[config.mk]
export PLATFORM = sky130hd
export DESIGN_NAME = pwm_cfg_arbiter
export DESIGN_NICKNAME = d
export VERILOG_FILES = /design/src/rtl/pwm_cfg_arbiter.sv
export SDC_FILE = /design/constraint.sdc
export NUM_CORES = 1
export LEC_CHECK = 0
export BUFFER_PORTS_ARGS = -buffer_cell sky130_fd_sc_hd__clkbuf_2
export CAP_MARGIN = 0
export CORE_MARGIN = 5
export CORE_UTILIZATION = 40
export CTS_CLUSTER_DIAMETER = 200
export CTS_CLUSTER_SIZE = 14
export DETAILED_ROUTE_END_ITERATION = 10
export PLACE_DENSITY = 0.79
export SKIP_LAST_GASP = 1
export SLEW_MARGIN = 20
export SYNTH_ARGS = -nofsm -noshare
export SYNTH_HDL_FRONTEND = slang
export SYNTH_SLANG_ARGS = --single-unit
export TNS_END_PERCENT = 1
[constraint.sdc]
create_clock -name aclk -period 3.5 [get_ports aclk]
set_input_delay 0.175 -clock aclk [delete_from_list [all_inputs] [get_ports aclk]]
set_output_delay 0.175 -clock aclk [all_outputs]
set_load 0.03 [all_outputs]
[src/rtl/pwm_cfg_arbiter.sv]
// Round-robin AXI4 write master sharing the axi_pwm register port among NUM_REQ requesters.
// One single-beat write is outstanding at a time; the response is reported back to the granted requester.
module pwm_cfg_arbiter #(
    parameter int AXI_ID_WIDTH   = 1,
    parameter int AXI_DATA_WIDTH = 32,
    parameter int AXI_ADDR_WIDTH = 8,
    parameter int NUM_REQ        = 4
) (
    input  logic                              aclk,
    input  logic                              aresetn,
    input  logic [NUM_REQ-1:0]                req_valid,
    input  logic [NUM_REQ*AXI_ADDR_WIDTH-1:0] req_addr,
    input  logic [NUM_REQ*AXI_DATA_WIDTH-1:0] req_data,
    output logic [NUM_REQ-1:0]                req_ready,
    output logic [NUM_REQ-1:0]                req_done,
    output logic [NUM_REQ-1:0]                req_err,
    output logic [AXI_ID_WIDTH-1:0]           m_axi_awid,
    output logic [AXI_ADDR_WIDTH-1:0]         m_axi_awaddr,
    output logic [2:0]                        m_axi_awprot,
    output logic                              m_axi_awvalid,
    input  logic                              m_axi_awready,
    output logic [AXI_DATA_WIDTH-1:0]         m_axi_wdata,
    output logic [AXI_DATA_WIDTH/8-1:0]       m_axi_wstrb,
    output logic                              m_axi_wvalid,
    input  logic                              m_axi_wready,
    input  logic [AXI_ID_WIDTH-1:0]           m_axi_bid,
    input  logic [1:0]                        m_axi_bresp,
    input  logic                              m_axi_bvalid,
    output logic                              m_axi_bready,
    output logic                              busy
);

    localparam int IDX_W = (NUM_REQ > 1) ? $clog2(NUM_REQ) : 1;

    typedef enum logic [1:0] {
        ST_IDLE  = 2'd0,
        ST_WRITE = 2'd1,
        ST_RESP  = 2'd2
    } state_e;

    state_e                    state_q, state_d;
    logic [IDX_W-1:0]          last_q, last_d;
    logic                      awvalid_q, awvalid_d;
    logic                      wvalid_q, wvalid_d;
    logic [AXI_ADDR_WIDTH-1:0] awaddr_q, awaddr_d;
    logic [AXI_DATA_WIDTH-1:0] wdata_q, wdata_d;

    logic [IDX_W-1:0]   cand_s;
    logic [IDX_W-1:0]   pick_s;
    logic               pick_vld_s;
    logic               aw_done_s;
    logic               w_done_s;
    logic [NUM_REQ-1:0] req_ready_s;
    logic [NUM_REQ-1:0] req_done_s;
    logic [NUM_REQ-1:0] req_err_s;
    logic               unused_bid_s;

    // Round-robin search starting just after the last granted index, wrapping modulo NUM_REQ.
    always_comb begin
        cand_s     = '0;
        pick_s     = '0;
        pick_vld_s = 1'b0;
        for (int i = 1; i <= NUM_REQ; i++) begin
            if (int'(last_q) + i >= NUM_REQ) begin
                cand_s = IDX_W'(int'(last_q) + i - NUM_REQ);
            end else begin
                cand_s = IDX_W'(int'(last_q) + i);
            end
            if (!pick_vld_s && req_valid[cand_s]) begin
                pick_s     = cand_s;
                pick_vld_s = 1'b1;
            end else begin
                pick_s     = pick_s;
                pick_vld_s = pick_vld_s;
            end
        end
    end

    // Next-state, channel valids and requester pulses; last_q doubles as the current grant index.
    always_comb begin
        state_d     = state_q;
        last_d      = last_q;
        awvalid_d   = awvalid_q;
        wvalid_d    = wvalid_q;
        awaddr_d    = awaddr_q;
        wdata_d     = wdata_q;
        req_ready_s = '0;
        req_done_s  = '0;
        req_err_s   = '0;
        aw_done_s   = !awvalid_q || m_axi_awready;
        w_done_s    = !wvalid_q || m_axi_wready;
        case (state_q)
            ST_IDLE: begin
                if (pick_vld_s) begin
                    req_ready_s[pick_s] = 1'b1;
                    last_d              = pick_s;
                    awaddr_d            = req_addr[int'(pick_s)*AXI_ADDR_WIDTH +: AXI_ADDR_WIDTH];
                    wdata_d             = req_data[int'(pick_s)*AXI_DATA_WIDTH +: AXI_DATA_WIDTH];
                    awvalid_d           = 1'b1;
                    wvalid_d            = 1'b1;
                    state_d             = ST_WRITE;
                end else begin
                    state_d = ST_IDLE;
                end
            end
            ST_WRITE: begin
                awvalid_d = awvalid_q && !m_axi_awready;
                wvalid_d  = wvalid_q && !m_axi_wready;
                if (aw_done_s && w_done_s) begin
                    state_d = ST_RESP;
                end else begin
                    state_d = ST_WRITE;
                end
            end
            ST_RESP: begin
                if (m_axi_bvalid) begin
                    if (m_axi_bresp == 2'b00) begin
                        req_done_s[last_q] = 1'b1;
                    end else begin
                        req_err_s[last_q] = 1'b1;
                    end
                    state_d = ST_IDLE;
                end else begin
                    state_d = ST_RESP;
                end
            end
            default: begin
                state_d   = ST_IDLE;
                awvalid_d = 1'b0;
                wvalid_d  = 1'b0;
            end
        endcase
    end

    // State and captured transaction registers.
    always_ff @(posedge aclk or negedge aresetn) begin
        if (!aresetn) begin
            state_q   <= ST_IDLE;
            last_q    <= IDX_W'(NUM_REQ - 1);
            awvalid_q <= 1'b0;
            wvalid_q  <= 1'b0;
            awaddr_q  <= '0;
            wdata_q   <= '0;
        end else begin
            state_q   <= state_d;
            last_q    <= last_d;
            awvalid_q <= awvalid_d;
            wvalid_q  <= wvalid_d;
            awaddr_q  <= awaddr_d;
            wdata_q   <= wdata_d;
        end
    end

    assign req_ready     = req_ready_s;
    assign req_done      = req_done_s;
    assign req_err       = req_err_s;
    assign m_axi_awid    = '0;
    assign m_axi_awaddr  = awaddr_q;
    assign m_axi_awprot  = 3'b000;
    assign m_axi_awvalid = awvalid_q;
    assign m_axi_wdata   = wdata_q;
    assign m_axi_wstrb   = '1;
    assign m_axi_wvalid  = wvalid_q;
    assign m_axi_bready  = (state_q == ST_RESP);
    assign busy          = (state_q != ST_IDLE);
    assign unused_bid_s  = ^m_axi_bid;

endmodule

==> results.sh, run 1 <==
export IMPL_m1WireLength_um=5230
export IMPL_worst_setup_hold_path_clk_slew_ns=0.09
export IMPL_rrSetupSlack_ns=0.28
export IMPL_setup_viol=0
export IMPL_ant_nets=0
export IMPL_initial_core_util=0.404
export IMPL_diodes=0
export IMPL_worstSkewPairLatency_ns=0.29
export IMPL_chipWidth_um=108
export IMPL_critPathMaxFanout=12
export IMPL_wl_met2_um=6830
export IMPL_cts_root_buf="clkbuf_8"
export IMPL_core_area_um2=9590
export IMPL_power_leakage_nw=2.59
export IMPL_path_cells="inv_1 -> ha_1 -> mux2i_1 -> mux2i_1 -> a221oi_1 -> a311o_2 -> nor2_1 -> and2_1 -> clkbuf_2"
export IMPL_total_power_mw=5.71
export IMPL_first_pass_iters=5
export IMPL_drc=0
export IMPL_status="complete, no violations"
export IMPL_ioPinCount=236
export IMPL_worst_setup_path_type="reg -> out"
export IMPL_ys_seq_area_frac=0.298
export IMPL_dieArea_um2=11800
export IMPL_cts_buffers=5
export IMPL_fin_nets=852
export IMPL_peakVddDrop_mv=0.712
export IMPL_synthMuxAreaShare=0.0249
export IMPL_r2r_end="m_axi_wdata[17]"
export IMPL_synthDominantCellAreaShare=0.284
export IMPL_cts_path_max_buffers=2
export IMPL_grtUsageTotal=0.210
export IMPL_grt_pass1_wl_um=20100
export IMPL_worstPathRequired_ns=3.32
export IMPL_yosysWarnings=0
export IMPL_worstPathArrival_ns=3.18
export IMPL_drv_slew=0
export IMPL_synth_seq_cells=46
export IMPL_rows=36
export IMPL_report_final_hold_viol_count=0
export IMPL_min_path_type="in -> reg"
export IMPL_wl_per_cell_um=16.2
export IMPL_cap_violations=0
export IMPL_dp_hpwl_um=9630
export IMPL_grt_ovfl_total=0
export IMPL_die_h_um=108
export IMPL_first_global_vias=4234
export IMPL_portBuffers=226
export IMPL_antenna_found_initial=0
export IMPL_syn_instance_count=482
export IMPL_finalWeightedCongestion=0.869
export IMPL_fmax_mhz=298
export IMPL_cts_sinks=46
export IMPL_synth_xor_area_share=0.00226
export IMPL_cts_resized=0
export IMPL_fin_crit_sh=0.958
export IMPL_synth_simple_area_share=0.209
export IMPL_cts_tree="done"
export IMPL_post_place_ws_ns=0.378
export IMPL_worstHoldStart="req_data[59]"
export IMPL_synth_top_family_by_area="compound AO/OA/AOI/OAI gates"
export IMPL_setup_worst_path_start_class="flop"
export IMPL_wl_met3_um=900
export IMPL_synth_fa_ha_area_frac=0.0129
export IMPL_synth_commonest_cells="nand2_1, o21ai_0, dfrtp_1"
export IMPL_via_count=4485
export IMPL_synthFlopType="dfrtp_1"
export IMPL_rr_startpoint="last_q[1]"
export IMPL_vias_per_cell=5.54
export IMPL_synthTopCellsByArea="dfrtp_1, a31o_1, a211oi_2"
export IMPL_htree_num_levels=2
export IMPL_setup_ws_ns=0.146
export IMPL_syn_avg_cell_area_um2=8.04
export IMPL_area_delta_synth_final_pct=32.0
export IMPL_synthArstFlopShare=1.00
export IMPL_maxSlewHeadroom=0.440
export IMPL_critPathMaxStageDelay_ns=0.68
export IMPL_final_layout_size_suffix_gt1_frac=0.418
export IMPL_synth_edf_count=0
export IMPL_holdWs_ns=0.146
export IMPL_reg2reg_depth=10
export IMPL_routed_wirelength_um=13100
export IMPL_tightest_slew_ns=0.841
export IMPL_fin_skew_ns=0.00571
export IMPL_hold_depth=3
export IMPL_synth_top_area_cell="dfrtp_1"
export IMPL_top_layer="met4"
export IMPL_synth_compound_area_frac=0.358
export IMPL_worstSetupEndpointType="primary output"
export IMPL_crit_path_top_delay_cell="dfstp_2"
export IMPL_cpMostUsedCell="mux2i_1"
export IMPL_drt_iter0_drc=249
export IMPL_min_to="m_axi_wdata[27]"
export IMPL_fin_crit_ns=3.35
export IMPL_grt_max_degree=51
export IMPL_synth_cell_types=46
export IMPL_power_density_nw_per_um2=1120
export IMPL_syn_area_um2=3870
-- worst max-delay path, delay by kind of cell, from the launching register on --
kind                       cells  cell delay [ns]
AOI/OAI and AO/OA              2             0.63
adders and majority gates      1             0.50
buffers and inverters          2             0.33
DFF                            1             0.68
muxes                          2             0.45
and+or+nand+nor                2             0.28
-- cell usage in the layout (no fill, tap or decap), drive strengths merged, types with 8 or more instances in the layout --
master,count
a211oi,40
a31o,41
and2,9
and3,40
buf,17
clkbuf,233
conb,8
dfrtp,44
nand2,47
nand3,40
nor2,10
o21ai,87
-- stage by stage --
stage | TNS, ns | util | cell area, um^2 | instances
3_5_place_dp | 0 | 0.520 | 4990 | 798
6_report | 0 | 0.533 | 5110 | 810
4_1_cts | 0 | 0.531 | 5090 | 807
2_1_floorplan | 0 | - | 3900 | 488
5_1_grt | -0.0899 | 0.533 | 5110 | 810
3_3_place_gp | 0 | 0.520 | 4990 | 798
-- sequential cells by signal, indices dropped and copies added, names as in the netlist --
register / flops
m_axi_wvalid: 1
m_axi_wdata: 32
m_axi_awaddr: 8
state_q: 2
m_axi_awvalid: 1
last_q: 2
-- final cells by class --
cell class                 instances  area [um^2]
fill                             932         4480
multi-input combinational        374         2390
timing repair buffer             244         1290
sequential                        46         1150
tap                              133          166
clock buffer                       7         86.3
inverter                           5         18.8
clock inverter                     1         5.00
-- cells by family after synthesis --
group,count (synthesis)
other cells,2
simple gates,161
mux,9
xor+xnor,1
compound gates,191
buf+inv,68
fa+ha+maj,4
flops,46
-- how the worst max path moves through the flow --
stage	slack, ns	endpoint	start	depth (start not counted)
after floorplan	0.48	req_ready[0]	last_q[1]	11
after global placement	0.53	req_ready[1]	last_q[1]	9
after detailed placement	0.38	m_axi_wdata[17]	last_q[1]	9
after CTS	0.07	req_ready[1]	last_q[1]	9
after global routing	-0.06	req_ready[3]	last_q[1]	9
final	0.15	req_ready[1]	last_q[1]	9
-- where the power goes --
part | total (mW) | internal (mW) | switching [mW]
clock | 0.335 | 0.160 | 0.175
combinational | 4.38 | 1.59 | 2.79
sequential | 0.996 | 0.829 | 0.167
total | 5.71 | 2.58 | 3.13
-- metal layers --
layer,track usage,vias to the layer above
li1,-,2155
met2,0.375,177
met4,0.0460,0
met1,0.262,2141
met3,0.0400,12
met5,0,-
-- what timing repair did --
item	in CTS	in global routing
endpoints found under the setup margin	0	3
hold endpoints to repair	44	0
setup buffers	0	3
hold buffers	1	0
Note: power is estimated with default switching activity, not from simulation.
==> run 2: changes to the inputs <==
HOLD_SLACK_MARGIN = 0.15   (was unset)
==> run 2 against run 1 <==
  * Register-to-register slack barely moved
  * Largest power group unchanged
  * Global-route usage is 0.43 points higher
  * Sequential power about the same
==> results.sh, run 2 (synthesis results as in run 1) <==
export IMPL_status="complete, no violations"
export IMPL_final_layout_size_suffix_gt1_frac=0.413
export IMPL_critPathMaxStageDelay_ns=0.68
export IMPL_antenna_found_initial=0
export IMPL_core_area_um2=9590
export IMPL_wl_per_cell_um=16.3
export IMPL_r2r_end="m_axi_wdata[17]"
export IMPL_holdWs_ns=0.156
export IMPL_power_density_nw_per_um2=1100
export IMPL_peakVddDrop_mv=0.714
export IMPL_worst_setup_path_type="reg -> out"
export IMPL_cts_root_buf="clkbuf_8"
export IMPL_drt_iter0_drc=265
export IMPL_routed_wirelength_um=13400
export IMPL_area_delta_synth_final_pct=34.4
export IMPL_via_count=4538
export IMPL_crit_start="last_q[1]"
export IMPL_crit_cells=9
export IMPL_cts_sinks=46
export IMPL_worstPathRequired_ns=3.32
export IMPL_power_leakage_nw=2.62
export IMPL_path_buf_inv=2
export IMPL_cts_buffers=5
export IMPL_maxSlewHeadroom=0.436
export IMPL_cts_path_max_buffers=2
export IMPL_fin_nets=861
export IMPL_setup_viol=0
export IMPL_crit_path_end="req_ready[1]"
export IMPL_drv_slew=0
export IMPL_dieArea_um2=11800
export IMPL_fin_skew_ns=0.00304
export IMPL_largest_reg_flops=32
export IMPL_numPlacedInstances=798
export IMPL_die_h_um=108
export IMPL_reg2reg_depth=10
export IMPL_grtUsageTotal=0.214
export IMPL_worst_setup_hold_path_clk_slew_ns=0.08
export IMPL_final_common_cell="clkbuf_2"
export IMPL_worstPathArrival_ns=3.20
export IMPL_finalWeightedCongestion=0.869
export IMPL_fin_crit_sh=0.964
export IMPL_first_pass_iters=4
export IMPL_cap_violations=0
export IMPL_grt_max_degree=51
export IMPL_rrSetupSlack_ns=0.27
export IMPL_fin_crit_ns=3.37
export IMPL_stdcell_count=819
export IMPL_grt_ovfl_total=0
export IMPL_ant_nets=0
export IMPL_ioPinCount=236
export IMPL_worstSetupEndpointType="primary output"
export IMPL_worstSkewPairLatency_ns=0.29
export IMPL_vias_per_cell=5.54
export IMPL_initial_core_util=0.404
export IMPL_report_final_hold_viol_count=0
export IMPL_drc=0
export IMPL_layout_common_cells="clkbuf_2, o21ai_0, nand2_1"
export IMPL_diodes=0
export IMPL_critical_path_top_delay_family="flip-flops"
export IMPL_portBuffers=226
export IMPL_cpMostUsedCell="mux2i_1"
export IMPL_setup_worst_path_start_class="flop"
export IMPL_rr_startpoint="last_q[1]"
export IMPL_cts_tree="done"
export IMPL_rows=36
export IMPL_chipWidth_um=108
export IMPL_path_cells="inv_1 -> ha_1 -> mux2i_1 -> mux2i_1 -> a221oi_1 -> a311o_2 -> nor2_1 -> and2_1 -> clkbuf_2"
export IMPL_first_global_vias=4288
export IMPL_crit_path_top_delay_cell="dfstp_2"
export IMPL_critPathMaxFanout=12
export IMPL_grt_pass1_wl_um=20400
export IMPL_dp_hpwl_um=9630
export IMPL_min_path_type="in -> reg"
export IMPL_fmax_mhz=296
export IMPL_htree_num_levels=2
export IMPL_tightest_slew_ns=0.845
run 2: cell count changes in the layout (fill, tap and decap cells not counted):
cell           before  now
dlygate4sd3_1       1   10
run 2: worst min path at each step:
stage	slack, ns	end	depth (start not counted)	from
CTS	0.15	m_axi_awaddr[4]	3	req_addr[12]
global route	0.15	m_axi_awaddr[5]	3	req_addr[13]
floorplan	-0.12	m_axi_awaddr[0]	0	aresetn
finish	0.16	m_axi_awaddr[5]	3	req_addr[13]
detailed placement	0.31	m_axi_awaddr[4]	2	aresetn
global placement	0.30	m_axi_awaddr[2]	2	aresetn
run 2: area by class of cell:
type / count / area (um^2)
Clock buffer: 7 / 86.3
Clock inverter: 1 / 5.00
Fill cell: 926 / 4390
Inverter: 5 / 18.8
Multi-Input combinational cell: 374 / 2390
Sequential cell: 46 / 1150
Tap cell: 133 / 166
Timing Repair Buffer: 253 / 1380
run 2: tightest hold or removal path, delay by kind of cell:
family,cells,cell delay [ns]
AO/OA/AOI/OAI,2,0.16
buffers and inverters,1,0.08
run 2: per-layer routing:
layer | share of wire | GRT usage
met3 | 0.069 | 0.0400
met4 | 0.014 | 0.0523
met1 | 0.40 | 0.265
met5 | 0 | 0
met2 | 0.52 | 0.383
run 2: timing repair:
| action | in CTS | in global routing |
|---|---|---|
| endpoints found under the setup margin | 0 | 3 |
| buffers inserted | 0 | 3 |
| hold buffers | 9 | 1 |
| gates resized for setup | 0 | 0 |
| endpoints found under the hold margin | 52 | 1 |
run 2: power breakdown:
part           internal [mW]  switching, mW
combinational           1.60           2.80
sequential             0.829          0.167
clock                  0.160          0.176
run 2: per-stage QoR:
stage	TNS [ns]	setup slack [ns]	area [um^2]	power [mW]	utilization
floorplan	0	0.485	3900	4.35	-
global placement	0	0.533	4990	5.20	0.520
detailed placement	0	0.378	4990	5.33	0.520
CTS	0	0.0713	5170	5.68	0.539
global route	-0.0899	-0.0575	5200	6.19	0.543
finish	0	0.127	5200	5.73	0.543
==> run 3: changes to the inputs <==
ABC_AREA = 1   (was unset)
PLACE_DENSITY = 0.78   (was 0.79)
==> run 3 against run 2 <==
  * Cell count up 22%
  * Critical path type is now reg -> reg
  * Sequential cell count did not move
  * Via count grew 0.44%
  * Largest cell class unchanged
  * Synthesized cell count rose by 37%
==> results.sh, run 3 <==
export IMPL_final_layout_size_suffix_gt1_frac=0.305
export IMPL_fin_nets=1043
export IMPL_vias_per_cell=4.55
export IMPL_first_pass_iters=4
export IMPL_worstHoldStart="m_axi_wready"
export IMPL_routed_wirelength_um=12400
export IMPL_portBuffers=226
export IMPL_largest_reg_flops=32
export IMPL_diodes=0
export IMPL_cts_buffers=5
export IMPL_drt_iter0_drc=313
export IMPL_cts_sinks=46
export IMPL_wl_per_cell_um=12.4
export IMPL_status="complete, no violations"
export IMPL_power_leakage_nw=3.37
export IMPL_worst_setup_path_type="reg -> reg"
export IMPL_cpMostUsedCell="nand3_1"
export IMPL_power_density_nw_per_um2=1190
export IMPL_synthArstFlopShare=1.00
export IMPL_path_cells="inv_4 -> ha_1 -> inv_1 -> nand3_1 -> and2_1 -> nand2_2 -> or2_4 -> nand2_8 -> nor2_2 -> nand3_1 -> nand3_1"
export IMPL_initial_core_util=0.413
export IMPL_rows=36
export IMPL_cts_root_buf="clkbuf_8"
export IMPL_finalWeightedCongestion=0.844
export IMPL_synthDominantCellAreaShare=0.272
export IMPL_report_final_hold_viol_count=0
export IMPL_synthFlopType="dfrtp_1"
export IMPL_antenna_found_initial=0
export IMPL_crit_path_top_delay_cell="nor2_2"
export IMPL_rsz0062_at_grt="no"
export IMPL_fin_skew_ns=0.00824
export IMPL_area_delta_synth_final_pct=30.7
export IMPL_worstPathRequired_ns=3.73
export IMPL_min_path_type="in -> reg"
export IMPL_fill_cells=1028
export IMPL_drc=0
export IMPL_setup_viol=0
export IMPL_dp_hpwl_um=9480
export IMPL_worstSkewPairLatency_ns=0.30
export IMPL_grtUsageTotal=0.199
export IMPL_setup_tns_ns=0
export IMPL_final_common_cell="clkbuf_2"
export IMPL_synth_commonest_cells="nand2_1, nand3_1, inv_1"
export IMPL_synth_edf_count=0
export IMPL_setup_worst_path_start_class="flop"
export IMPL_synthTopCellsByArea="dfrtp_1, nand2_1, nand3_1"
export IMPL_via_count=4558
export IMPL_grt_max_degree=66
export IMPL_htree_num_levels=2
export IMPL_total_power_mw=6.32
export IMPL_syn_instance_count=660
export IMPL_tightest_slew_ns=1.05
export IMPL_dieArea_um2=12300
export IMPL_critPathMaxStageDelay_ns=0.86
export IMPL_layout_common_cells="clkbuf_2, nand2_1, nand3_1"
export IMPL_yosysWarnings=0
export IMPL_ioPinCount=236
export IMPL_first_global_vias=4355
export IMPL_worst_setup_hold_path_clk_slew_ns=0.09
export IMPL_ant_nets=0
export IMPL_rr_startpoint="last_q[0]"
export IMPL_maxSlewHeadroom=0.297
export IMPL_die_h_um=111
export IMPL_drv_slew=0
export IMPL_cap_violations=0
export IMPL_fin_crit_sh=0.911
export IMPL_cts_tree="done"
export IMPL_yosysMostFrequentCell="nand2_1"
export IMPL_fmax_mhz=314
export IMPL_fin_crit_ns=3.19
export IMPL_worstPathArrival_ns=3.42
export IMPL_synth_cell_types=37
export IMPL_crit_start="last_q[0]"
export IMPL_synth_seq_cells=46
export IMPL_core_area_um2=9820
export IMPL_critPathMaxFanout=25
export IMPL_ys_seq_area_frac=0.284
export IMPL_grt_ovfl_total=0
export IMPL_syn_area_um2=4060
export IMPL_synth_top_area_cell="dfrtp_1"
export IMPL_grt_pass1_wl_um=20800
export IMPL_rrSetupSlack_ns=0.31
export IMPL_syn_avg_cell_area_um2=6.14
export IMPL_peakVddDrop_mv=0.613
export IMPL_chipWidth_um=111
export IMPL_cts_path_max_buffers=2
export IMPL_worstSetupEndpointType="flop"
==> run 3: changes by cell type after synthesis, moves of 27 or more <==
cell | before | now
nand2_1 | 47 | 194
or2_1 | 1 | 33
clkbuf_1 | 30 | 3
nand3_1 | 40 | 145
o21ai_0 | 47 | 1
inv_1 | 4 | 133
a31o_1 | 40 | 0
o21ai_1 | 40 | 2
and3_1 | 40 | 0
==> run 3: where the power goes <==
part | internal [mW] | leakage (nW) | switching, mW
combinational | 1.58 | 2.76 | 3.31
sequential | 0.848 | 0.557 | 0.178
clock | 0.213 | 0.0514 | 0.188
total | 2.64 | 3.37 | 3.68
==> run 3: metal layers <==
metal	global-route usage	vias up	part of all wire
li1	-	2380	-
met1	0.254	2027	0.42
met2	0.345	130	0.51
met3	0.0328	21	0.051
met4	0.0608	0	0.023
met5	0	-	0
==> run 3: timing repair <==
action / 4_1_cts / 5_1_grt
hold buffers: 1 / 0
buffers inserted: 0 / 0
endpoints found under the setup margin: 0 / 2
resized for setup: 0 / 2
endpoints found under the hold margin: 44 / 0
==> run 3: critical path, delay by kind of cell (launching register included) <==
| kind | cells | cell delay (ns) |
|---|---|---|
| and+or+nand+nor | 8 | 1.87 |
| DFF | 1 | 0.68 |
| buffers and inverters | 2 | 0.21 |
| adders and majority gates | 1 | 0.35 |
==> run 3: cells by family after synthesis <==
kind of cell             Yosys count  synth area share
AND/OR/NAND/NOR                  422             0.493
buffers and inverters            178             0.195
other                              2           0.00185
flip-flops                        46             0.284
adder cells (fa/ha/maj)            4            0.0123
AO/OA/AOI/OAI                      8            0.0127
==> run 3: worst paths after layout <==
path / endpoint / depth (start not counted)
hold reg to reg: m_axi_wdata[5] / 2
min in group asynchronous: m_axi_wdata[9] / 3
max in group asynchronous: m_axi_wdata[10] / 3
hold / removal: state_q[0] / 4
setup / recovery: m_axi_wdata[26] / 11
setup reg to reg: m_axi_wdata[26] / 11
==> run 3: layout make-up <==
type / count / area [um^2] / share of cell area
Clock inverter: 2 / 37.5 / 0.00708
Sequential cell: 46 / 1150 / 0.218
Inverter: 136 / 515 / 0.0973
Clock buffer: 6 / 72.6 / 0.0137
Tap cell: 133 / 166 / 0.0314
Multi-Input combinational cell: 442 / 2130 / 0.402
Timing Repair Buffer: 236 / 1220 / 0.230
==> run 3: per-stage QoR <==
step	std cells	hold slack [ns]	setup WS, ns	utilization	instance area [um^2]
after floorplan	666	-0.121	0.679	-	4080
after global placement	992	0.315	0.461	0.527	5180
after detailed placement	992	0.321	0.312	0.527	5180
after CTS	1001	0.155	0.183	0.539	5300
after global routing	1001	0.167	0.0618	0.540	5300
final	1001	0.163	0.311	0.540	5300
